--- src/rtl/avsdpll_ctrl.sv ---
// avsdpll_ctrl -- power-up, configuration and lock-monitor sequencer for the
// avsdpll_1v8 analog PLL macro.
//
// Brings the macro up in order: charge pump first, then the VCO. It then
// qualifies lock by counting divided feedback ticks over a fixed window and
// comparing the count with a software-supplied expected value. Once locked,
// it keeps re-measuring in back-to-back windows.
//
// Ports
//   wb_clk_i, wb_rst_i   clock; synchronous active-high reset
//   cfg_valid/cfg_ready  config handshake (ready only in OFF, LOCKED, FAULT)
//   cfg_en               1 = bring up / retune, 0 = power down
//   cfg_b, cfg_exp       divider select and expected ticks per window
//   fb_tick              one-cycle feedback pulse, already in wb_clk_i domain
//   pll_enb_cp/_vco      active-low macro enables
//   pll_b                divider select to the macro
//   pll_locked/pll_fault lock status
//   meas_count           tick count of the last completed window
//   state_o              current state, for debug
module avsdpll_ctrl #(
  parameter int unsigned CNT_W      = 16,
  parameter int unsigned CP_DLY     = 16,
  parameter int unsigned SETTLE_CYC = 1024,
  parameter int unsigned WIN_CYC    = 256,
  parameter int unsigned TOL        = 2,
  parameter int unsigned MAX_RETRY  = 3
) (
  input  logic             wb_clk_i,
  input  logic             wb_rst_i,
  input  logic             cfg_valid,
  output logic             cfg_ready,
  input  logic             cfg_en,
  input  logic [3:0]       cfg_b,
  input  logic [CNT_W-1:0] cfg_exp,
  input  logic             fb_tick,
  output logic             pll_enb_cp,
  output logic             pll_enb_vco,
  output logic [3:0]       pll_b,
  output logic             pll_locked,
  output logic             pll_fault,
  output logic [CNT_W-1:0] meas_count,
  output logic [2:0]       state_o
);

  localparam int unsigned T_MAX =
    (CP_DLY > SETTLE_CYC) ? ((CP_DLY > WIN_CYC) ? CP_DLY : WIN_CYC)
                          : ((SETTLE_CYC > WIN_CYC) ? SETTLE_CYC : WIN_CYC);
  localparam int unsigned TMR_W = (T_MAX > 2) ? $clog2(T_MAX) : 1;
  localparam int unsigned RTY_W = (MAX_RETRY > 0) ? $clog2(MAX_RETRY + 1) : 1;
  localparam int unsigned DW    = CNT_W + 1;

  localparam logic [TMR_W-1:0] CP_LAST  = TMR_W'(CP_DLY - 1);
  localparam logic [TMR_W-1:0] SET_LAST = TMR_W'(SETTLE_CYC - 1);
  localparam logic [TMR_W-1:0] WIN_LAST = TMR_W'(WIN_CYC - 1);
  localparam logic [RTY_W-1:0] RTY_MAX  = RTY_W'(MAX_RETRY);

  typedef enum logic [2:0] {
    OFF     = 3'd0,
    EN_CP   = 3'd1,
    SETTLE  = 3'd2,
    MEASURE = 3'd3,
    LOCKED  = 3'd4,
    FAULT   = 3'd5
  } state_t;

  state_t           state_q, state_d;
  logic [TMR_W-1:0] timer_q, timer_d;
  logic [CNT_W-1:0] count_q, count_d;
  logic [CNT_W-1:0] meas_d;
  logic [RTY_W-1:0] retry_q, retry_d;
  logic [CNT_W-1:0] exp_q, exp_d;
  logic [3:0]       b_d;
  logic             enb_cp_d, enb_vco_d, locked_d, fault_d;

  logic             accept;
  logic [CNT_W-1:0] cnt_fin;
  logic [CNT_W:0]   diff;
  logic             pass;

  assign cfg_ready = (state_q == OFF) || (state_q == LOCKED) || (state_q == FAULT);
  assign accept    = cfg_valid && cfg_ready;
  assign state_o   = state_q;

  // Window count including the current cycle's tick, saturating at all-ones.
  always_comb begin
    cnt_fin = (fb_tick && (count_q != '1)) ? count_q + CNT_W'(1) : count_q;
    diff    = (cnt_fin >= exp_q) ? ({1'b0, cnt_fin} - {1'b0, exp_q})
                                 : ({1'b0, exp_q} - {1'b0, cnt_fin});
    pass    = (diff <= DW'(TOL));
  end

  always_comb begin
    state_d = state_q;
    timer_d = timer_q;
    count_d = count_q;
    meas_d  = meas_count;
    retry_d = retry_q;
    exp_d   = exp_q;
    b_d     = pll_b;

    unique case (state_q)
      OFF, FAULT: ;
      EN_CP: begin
        if (timer_q == CP_LAST) begin
          state_d = SETTLE;
          timer_d = '0;
        end else begin
          timer_d = timer_q + TMR_W'(1);
        end
      end
      SETTLE: begin
        if (timer_q == SET_LAST) begin
          state_d = MEASURE;
          timer_d = '0;
          count_d = '0;
        end else begin
          timer_d = timer_q + TMR_W'(1);
        end
      end
      MEASURE, LOCKED: begin
        count_d = cnt_fin;
        timer_d = timer_q + TMR_W'(1);
        if (timer_q == WIN_LAST) begin
          meas_d  = cnt_fin;
          timer_d = '0;
          count_d = '0;
          if (pass) begin
            state_d = LOCKED;
            retry_d = '0;
          end else if (state_q == LOCKED) begin
            state_d = SETTLE;
            retry_d = '0;
          end else if (retry_q == RTY_MAX) begin
            state_d = FAULT;
          end else begin
            retry_d = retry_q + RTY_W'(1);
            state_d = SETTLE;
          end
        end
      end
      default: state_d = OFF;
    endcase

    // A config accept overrides the sequencer, including a coincident window end
    // (meas_count still records that completed window).
    if (accept) begin
      timer_d = '0;
      count_d = '0;
      retry_d = '0;
      if (cfg_en) begin
        b_d     = cfg_b;
        exp_d   = cfg_exp;
        state_d = (state_q == LOCKED) ? SETTLE : EN_CP;
      end else begin
        state_d = OFF;
      end
    end

    enb_cp_d  = !((state_d == EN_CP) || (state_d == SETTLE) ||
                  (state_d == MEASURE) || (state_d == LOCKED));
    enb_vco_d = !((state_d == SETTLE) || (state_d == MEASURE) || (state_d == LOCKED));
    locked_d  = (state_d == LOCKED);
    fault_d   = (state_d == FAULT);
  end

  always_ff @(posedge wb_clk_i) begin
    if (wb_rst_i) begin
      state_q     <= OFF;
      timer_q     <= '0;
      count_q     <= '0;
      meas_count  <= '0;
      retry_q     <= '0;
      exp_q       <= '0;
      pll_b       <= '0;
      pll_enb_cp  <= 1'b1;
      pll_enb_vco <= 1'b1;
      pll_locked  <= 1'b0;
      pll_fault   <= 1'b0;
    end else begin
      state_q     <= state_d;
      timer_q     <= timer_d;
      count_q     <= count_d;
      meas_count  <= meas_d;
      retry_q     <= retry_d;
      exp_q       <= exp_d;
      pll_b       <= b_d;
      pll_enb_cp  <= enb_cp_d;
      pll_enb_vco <= enb_vco_d;
      pll_locked  <= locked_d;
      pll_fault   <= fault_d;
    end
  end

endmodule

--- config.mk ---
export PLATFORM = sky130hd
export DESIGN_NAME = avsdpll_ctrl
export DESIGN_NICKNAME = d
export VERILOG_FILES = /design/src/rtl/avsdpll_ctrl.sv
export SDC_FILE = /design/constraint.sdc
export NUM_CORES = 1
export LEC_CHECK = 0
export BUFFER_PORTS_ARGS = -buffer_cell sky130_fd_sc_hd__buf_2
export CORE_UTILIZATION = 25
export CTS_CLUSTER_SIZE = 8
export DETAILED_ROUTE_END_ITERATION = 7
export GPL_ROUTABILITY_DRIVEN = 0
export GPL_TIMING_DRIVEN = 0
export SLEW_MARGIN = 20
export SYNTH_ARGS = -nofsm -noshare
export SYNTH_HDL_FRONTEND = slang
export SYNTH_SLANG_ARGS = --single-unit
--- constraint.sdc ---
create_clock -name wb_clk_i -period 6.4 [get_ports wb_clk_i]
set_clock_uncertainty 0.1 [all_clocks]
set_input_delay 1.28 -clock wb_clk_i [delete_from_list [all_inputs] [get_ports wb_clk_i]]
set_output_delay 1.28 -clock wb_clk_i [all_outputs]
set_load 0.005 [all_outputs]
# Word-level counts from Yosys, hierarchy flattened
# Cells that the tools add are included.
word_totals:
  regBits: 71
  out_inout_bits: 28
  wordCells: 78
op_classes:
  add_sub_neg: 5
  order_cmp: 2
  eq_ne: 17
  n_mux: 22
  reduce_logical: 21
ops:
  columns: ["op", "count"]
  rows:
  - ["two-way mux 16 bit", 3]
  - ["subtractor 16 x 16 -> 17 bit", 2]
  - ["case mux 16 bit (2 select lines)", 1]
  - ["two-way mux 10 bit", 3]
  - ["case mux 10 bit (3 select lines)", 1]
  - ["two-way mux 3 bit", 7]
  - ["less-or-equal comparator 17 x 2 -> 1 bit, second input constant", 1]
  - ["two-way mux 17 bit", 1]
  - ["adder 16 x 1 -> 16 bit, second input constant", 1]
  - [">= comparator 16 bit", 1]
  - ["!= test 16 bit, second input constant", 1]
  - ["equality test 3 x 2 -> 1 bit, second input constant", 4]
  - ["equality test 3 bit, second input constant", 4]
  - ["case mux 3 bit (4 select lines)", 1]
  - ["adder 10 x 1 -> 10 bit, second input constant", 1]
  - ["equality test 10 bit, second input constant", 1]
  - ["equality test 10 x 4 -> 1 bit, second input constant", 1]
  - ["equality test 10 x 8 -> 1 bit, second input constant", 1]
  - ["two-way mux 2 bit", 5]
  - ["logical OR 1 bit", 7]
  - ["equality test 3 x 1 -> 1 bit, second input constant", 2]
  - ["AND reduction 2 bit", 3]
  - ["OR reduction 2 bit", 3]
  - ["logical NOT 3 bit", 1]
  - ["9 further kinds", 11]

# Depth between registers and ports, before layout
depth:
  ltp_word: 15
  mapped_depth: 21

# Least setup slack after synthesis
# OpenSTA, ideal clock, no wires.
synth_path:
  kind: "input port to flip-flop"
  start: "input port fb_tick"
  end: "register retry_q[0]"
  setup_ps: 121
  arrival_time_ps: 5217
  path_slack_ps: 962
  path_stages: 18
  n_path_buf: 1
  cell_sequence: "o31ai_2 or3_1 or2_2 nor2_1 xnor2_1 inv_1 ha_1 buf_4 nand3_1 or4_1 o221ai_1 a21oi_2 a2111o_1 a21o_1 a211o_1 nor4_4 o22ai_1 mux2_4"
synth_via:
  elab_chain_cells: 7
  word_cells_on_any_way: 10
synth_rtl:
  columns: ["element", "line", "text"]
  rows:
  - ["start, declared", "35", "input logic fb_tick,"]
  - ["logical AND 1 bit *", "86", "cnt_fin = (fb_tick && (count_q != '1)) ? count_q + CNT_W'(1) : count_q;"]
  - ["two-way mux 16 bit *", "86", null]
  - ["named net cnt_fin[13]", "76", "logic [CNT_W-1:0] cnt_fin;"]
  - ["subtractor 16 x 16 -> 17 bit, or another cell as far along", "88", ": ({1'b0, exp_q} - {1'b0, cnt_fin});"]
  - ["two-way mux 17 bit *", "87", "diff = (cnt_fin >= exp_q) ? ({1'b0, cnt_fin} - {1'b0, exp_q})"]
  - ["less-or-equal comparator 17 x 2 -> 1 bit *", "89", "pass = (diff <= DW'(TOL));"]
  - ["!= test 3 bit (no source line)", null, null]
  - ["AND reduction 3 bit (no source line)", null, null]
  - ["end signal, assigned", "184", "retry_q <= retry_d;"]
  - ["end, declared", "70", "logic [RTY_W-1:0] retry_q, retry_d;"]
# Mark *: on every way through the listed nets, which the timed path passes. The rest lies on a longest branch.
# A chain may end at the register's enable or synchronous reset.

# Worst setup path in the final report
layout_path:
  start: "register count_q[10]"
  end: "register pll_enb_cp"
layout_via:
  elab_chain_cells: 15
  word_cells_on_any_way: 21
layout_rtl:
  columns: ["element", "line", "text"]
  rows:
  - ["start, declared", "68", "logic [CNT_W-1:0] count_q, count_d;"]
  - ["start signal, assigned", "182", "count_q <= count_d;"]
  - ["branches (longest 2 deep; another with adder 16 x 1 -> 16 bit)", null, null]
  - ["two-way mux 16 bit *", "86", null]
  - ["named net cnt_fin[12]", "76", null]
  - ["subtractor 16 x 16 -> 17 bit, or another cell as far along", "88", null]
  - ["two-way mux 17 bit *", "87", null]
  - ["less-or-equal comparator 17 x 2 -> 1 bit *", "89", null]
  - ["two-way mux 3 bit *", "127", "if (pass) begin"]
  - ["two-way mux 3 bit *", "123", "if (timer_q == WIN_LAST) begin"]
  - ["case mux 3 bit (4 select lines) *", "101", "unique case (state_q)"]
  - ["two-way mux 3 bit *", "146", "if (accept) begin"]
  - ["equality test 3 x 1 -> 1 bit or equality test 3 x 2 -> 1 bit (tied branches)", "159", "enb_cp_d = !((state_d == EN_CP) || (state_d == SETTLE) ||"]
  - ["logical OR 1 bit (2 in series)", "159", null]
  - ["logical OR 1 bit *", "160", "(state_d == MEASURE) || (state_d == LOCKED));"]
  - ["logical NOT 1 bit *", "159", null]
  - ["end signal, assigned", "187", "pll_enb_cp <= enb_cp_d;"]
  - ["end, declared", "36", "output logic pll_enb_cp,"]
# Mark *: on every way through the listed nets, which the timed path passes.

==> impl_summary.md <==
Global routing
The via count of the first global-routing pass was roughly 4,800. The total overflow left after global routing is 0. The first global-routing pass estimated roughly 24 mm of wire. Global routing used between 10 and 15% of the available tracks.

The largest net degree at the start of global routing is 14. The number of antenna violations at the first check in global routing came to 0.

Clocking
The tree built by TritonCTS fans out to 71 sinks. The H-tree was split into 3 levels. Clock-pin slew was measured on the worst setup and hold paths at ~0.06 ns. Clock latency on the worst-skew pair, taken at its later pin, is between 0.3 and 0.4 ns. The number of hold buffers added after cts is 0.

The cell chosen for the clock root is sky130_fd_sc_hd__clkbuf_16. The clock passes through at most 2 buffers. TritonCTS built the clock tree. The number of buffers inserted during clock tree synthesis is 9.

Placement
The count of buffers inserted at the top-level ports is approximately 50. The placement-stage cell area is 5700 µm². Once detailed placement completed, the half-perimeter wirelength came to between 10 and 15 mm. The worst-case setup slack after placement is -0.00229 ns. Including well taps, the total number of placed cells is 1,004.

Worst hold path
The launch instance of the worst min-delay path is pll_b[0]. The path class of the tightest hold or removal check is flip-flop to flip-flop. For hold timing, the worst endpoint is pll_b[0].

Counting instances, the worst hold path has a depth of 2.

Detailed routing
The detailed-router iteration count before antenna repair is 5. The first routing iteration left ~360 violations. The vias after detailed routing is approximately 5,100.

The count of nets left with antenna violations once routing finished came out at 0. The number of remaining DRC errors is 0. The routed length per instance is around 14 µm. For this block, the routed nets add up to ~15 mm of wire. After detailed routing, the number of vias per cell comes to between 4 and 5.

Critical path
The length in cells of the worst reg-to-reg path is 23. The highest net fanout along the worst path is 10. For this design, the slowest cell found on the critical path is sky130_fd_sc_hd__dfxtp_1. The kind of cell with the highest combined delay on the critical path is simple AND/OR/NAND/NOR gates. The largest single stage delay on the critical path is about 0.44 ns.

STA classifies the critical path startpoint as a flip-flop. The critical path capture point type is a flip-flop. The critical path contains buffers and inverters numbering 4 combined.

Traced cell by cell, the critical path runs through nand3_1, or3_1, o31ai_4, nor2_1, and3_1, nand3_1, nor2_1, xnor2_1, inv_1, ha_1, buf_2, and2_1, a221oi_1, o221ai_1, a21oi_2, nor3b_1, nor3_1, a211o_1, nor4_4, buf_4, buf_4, a211oi_1, o31ai_1. The reg-to-reg endpoint is pll_enb_cp. For the worst setup path, the data arrival time is between 6 and 7 ns. The worst setup slack for register-to-register paths is between 0.4 and 0.5 ns. The critical path is of the flip-flop to flip-flop type. The startpoint of the most critical register-to-register path is count_q[10].

The required time at the endpoint of the critical path is 6.55 ns.

Synthesis
The count of flip-flops with a built-in enable after synthesis is 0. Sequential elements use 27.8% of the synthesized area. For this run, the number of Yosys warnings is 0. Counting flops and latches in the post-synthesis netlist gives between 70 and 80. Synthesis produced a netlist whose cell count is ~690.

The post-synth design cell area is between 5000 and 6000 µm². The mean cell area of the mapped netlist is about 7.4 µm². The most used flip-flop cell after synthesis is sky130_fd_sc_hd__dfxtp_1. The number of distinct standard cells referenced by the synthesized netlist is 63. The net count after synthesis is ~750. Of all flip-flops after synthesis, the portion carrying an async set or reset was 0%.

Pwr
The power per unit of standard cell area is ~200 nW/µm². The analysis attributes to cell leakage a power of 2.51 nW. The worst-case vdd ir drop is between 0.0001 and 0.00015 V.

Floorplanning
The core area is roughly 20,000 µm². The initial utilization of the core area, before any placement, comes to ~26%. The die covers approximately 21,000 µm². The die boundary width is 145 µm. between 50 and 60 I/O pins were placed. The die is 145 µm tall. The site row count is 51.

Final layout
The final net count is between 800 and 900. The final cell area excluding filler cells is between 6000 and 7000 µm². Relative to the synthesized area, the layout overhead comes to 17.8%. The antenna cell count is 0. The number of cells in the finished layout apart from fillers is a little over 1,000. The library cell used most frequently in the layout, excluding fill and tap cells, is sky130_fd_sc_hd__nor2_1.

Leaving out fill and tap cells, the most frequent cells in the layout are sky130_fd_sc_hd__nor2_1 (91), sky130_fd_sc_hd__nand2_1 (75), sky130_fd_sc_hd__dfxtp_1 (71). The share of cells above drive strength 1 is a little under an eighth.

Timing
The final clock period utilization by the worst path is 93.3%. The post-layout minimum cycle time is roughly 6 ns. In the post-route analysis, the smallest setup slack over all paths is roughly 0.43 ns. The count of pins over their slew limit was 0.

Setup violations remaining at the end of the flow were counted as 0. The transition time at the pin with the least slew margin is ~0.71 ns. Headroom to the max-slew limit came out at 53.0%. The number of failing hold endpoints at the final stage came to 0. After routing, the total negative slack on setup checks comes to 0 ns. The peak clock frequency supported by timing is ~170 MHz.

Job
The number of max-cap violations is 0.

Run status
The run finished with clean final reports.
synthesized netlist by cell type (4+ instances only):
cell type | n | area share (%)
sky130_fd_sc_hd__inv_1 | 52 | 3.8
sky130_fd_sc_hd__xnor2_1 | 23 | 3.9
sky130_fd_sc_hd__nor3_1 | 10 | 0.98
sky130_fd_sc_hd__a21oi_1 | 65 | 6.4
sky130_fd_sc_hd__nor2b_1 | 4 | 0.49
sky130_fd_sc_hd__ha_1 | 36 | 8.8
sky130_fd_sc_hd__clkbuf_1 | 27 | 2.0
sky130_fd_sc_hd__and3_1 | 14 | 1.7
sky130_fd_sc_hd__nand3b_1 | 5 | 0.73
sky130_fd_sc_hd__xor2_1 | 12 | 2.1
sky130_fd_sc_hd__o31ai_1 | 11 | 1.6
sky130_fd_sc_hd__nand4_1 | 6 | 0.73
sky130_fd_sc_hd__and2_1 | 11 | 1.3
sky130_fd_sc_hd__o21a_1 | 8 | 1.2
sky130_fd_sc_hd__nand2_1 | 75 | 5.5
sky130_fd_sc_hd__o21ai_0 | 25 | 2.4
sky130_fd_sc_hd__a22oi_1 | 13 | 1.9
sky130_fd_sc_hd__nor4_1 | 4 | 0.49
sky130_fd_sc_hd__a211oi_1 | 21 | 3.1
sky130_fd_sc_hd__or2_2 | 5 | 0.61
sky130_fd_sc_hd__nor3b_1 | 6 | 0.88
sky130_fd_sc_hd__a21o_1 | 8 | 1.2
sky130_fd_sc_hd__nor2_1 | 91 | 6.7
sky130_fd_sc_hd__dfxtp_1 | 71 | 28
sky130_fd_sc_hd__nand3_1 | 15 | 1.5
sky130_fd_sc_hd__nand2b_1 | 4 | 0.49
flip-flops by register name, summed over array words and instances (netlist names):
name         count
state_o          3
meas_count      16
pll_b            4
pll_locked       1
pll_enb_cp       1
pll_fault        1
pll_enb_vco      1
exp_q           16
retry_q          2
timer_q         10
count_q         16
layout make-up:
cell class	count	area (µm²)
fill	2148	13700
multi-input combinational	530	3360
sequential	71	1420
tap	265	332
timing repair buffer	53	270
clock buffer	9	225
inverter	53	199
buffer	34	141
clock inverter	7	71.3
per-layer routing:
metal,routed length [µm],GRT usage (%),vias up
li1,-,-,2550
met1,6590,17.8,2347
met2,6990,23.8,148
met3,705,3.02,24
met4,315,5.11,0
met5,0,0,-
what timing repair did:
action                                  CTS  global route
buffers inserted                          0             2
resized for setup                         0             1
endpoints found under the setup margin    0             9
logic make-up after synthesis:
group / Yosys count / synth area share [%]
compound gates: 195 / 25.5
xor+xnor: 35 / 6.00
fa+ha+maj: 38 / 9.60
buf+inv: 87 / 6.66
flops: 71 / 27.8
mux: 3 / 0.686
simple gates: 259 / 23.8
report_power, final:
part	switching, mW	internal [mW]	leakage [nW]
registers	0.00567	0.449	0.574
logic	0.138	0.0944	1.79
clock network	0.206	0.303	0.150
total	0.350	0.847	2.51
worst max-delay path by stage:
stage	start	end	depth (start not counted)
floorplan	fb_tick	retry_q[0]	18
global placement	fb_tick	retry_q[0]	19
detailed placement	fb_tick	retry_q[0]	19
CTS	count_q[10]	retry_q[0]	20
global route	count_q[10]	pll_enb_cp	23
finish	count_q[10]	pll_enb_cp	23
per-stage QoR:
step | power, mW | util (%) | hold WS [ns]
floorplan | 0.637 | - | 0.353
global placement | 0.695 | 28.9 | 0.346
detailed placement | 0.695 | 28.9 | 0.346
CTS | 1.21 | 30.4 | 0.354
global route | 1.26 | 30.5 | 0.386
finish | 1.20 | 30.5 | 0.356
worst min-delay path: cells and delay by family, from the launching register on:
kind	cells	cell delay (ns)
flops	1	0.30
simple gates	1	0.05
compound gates	1	0.05
Note: power is estimated with default switching activity, not from simulation.
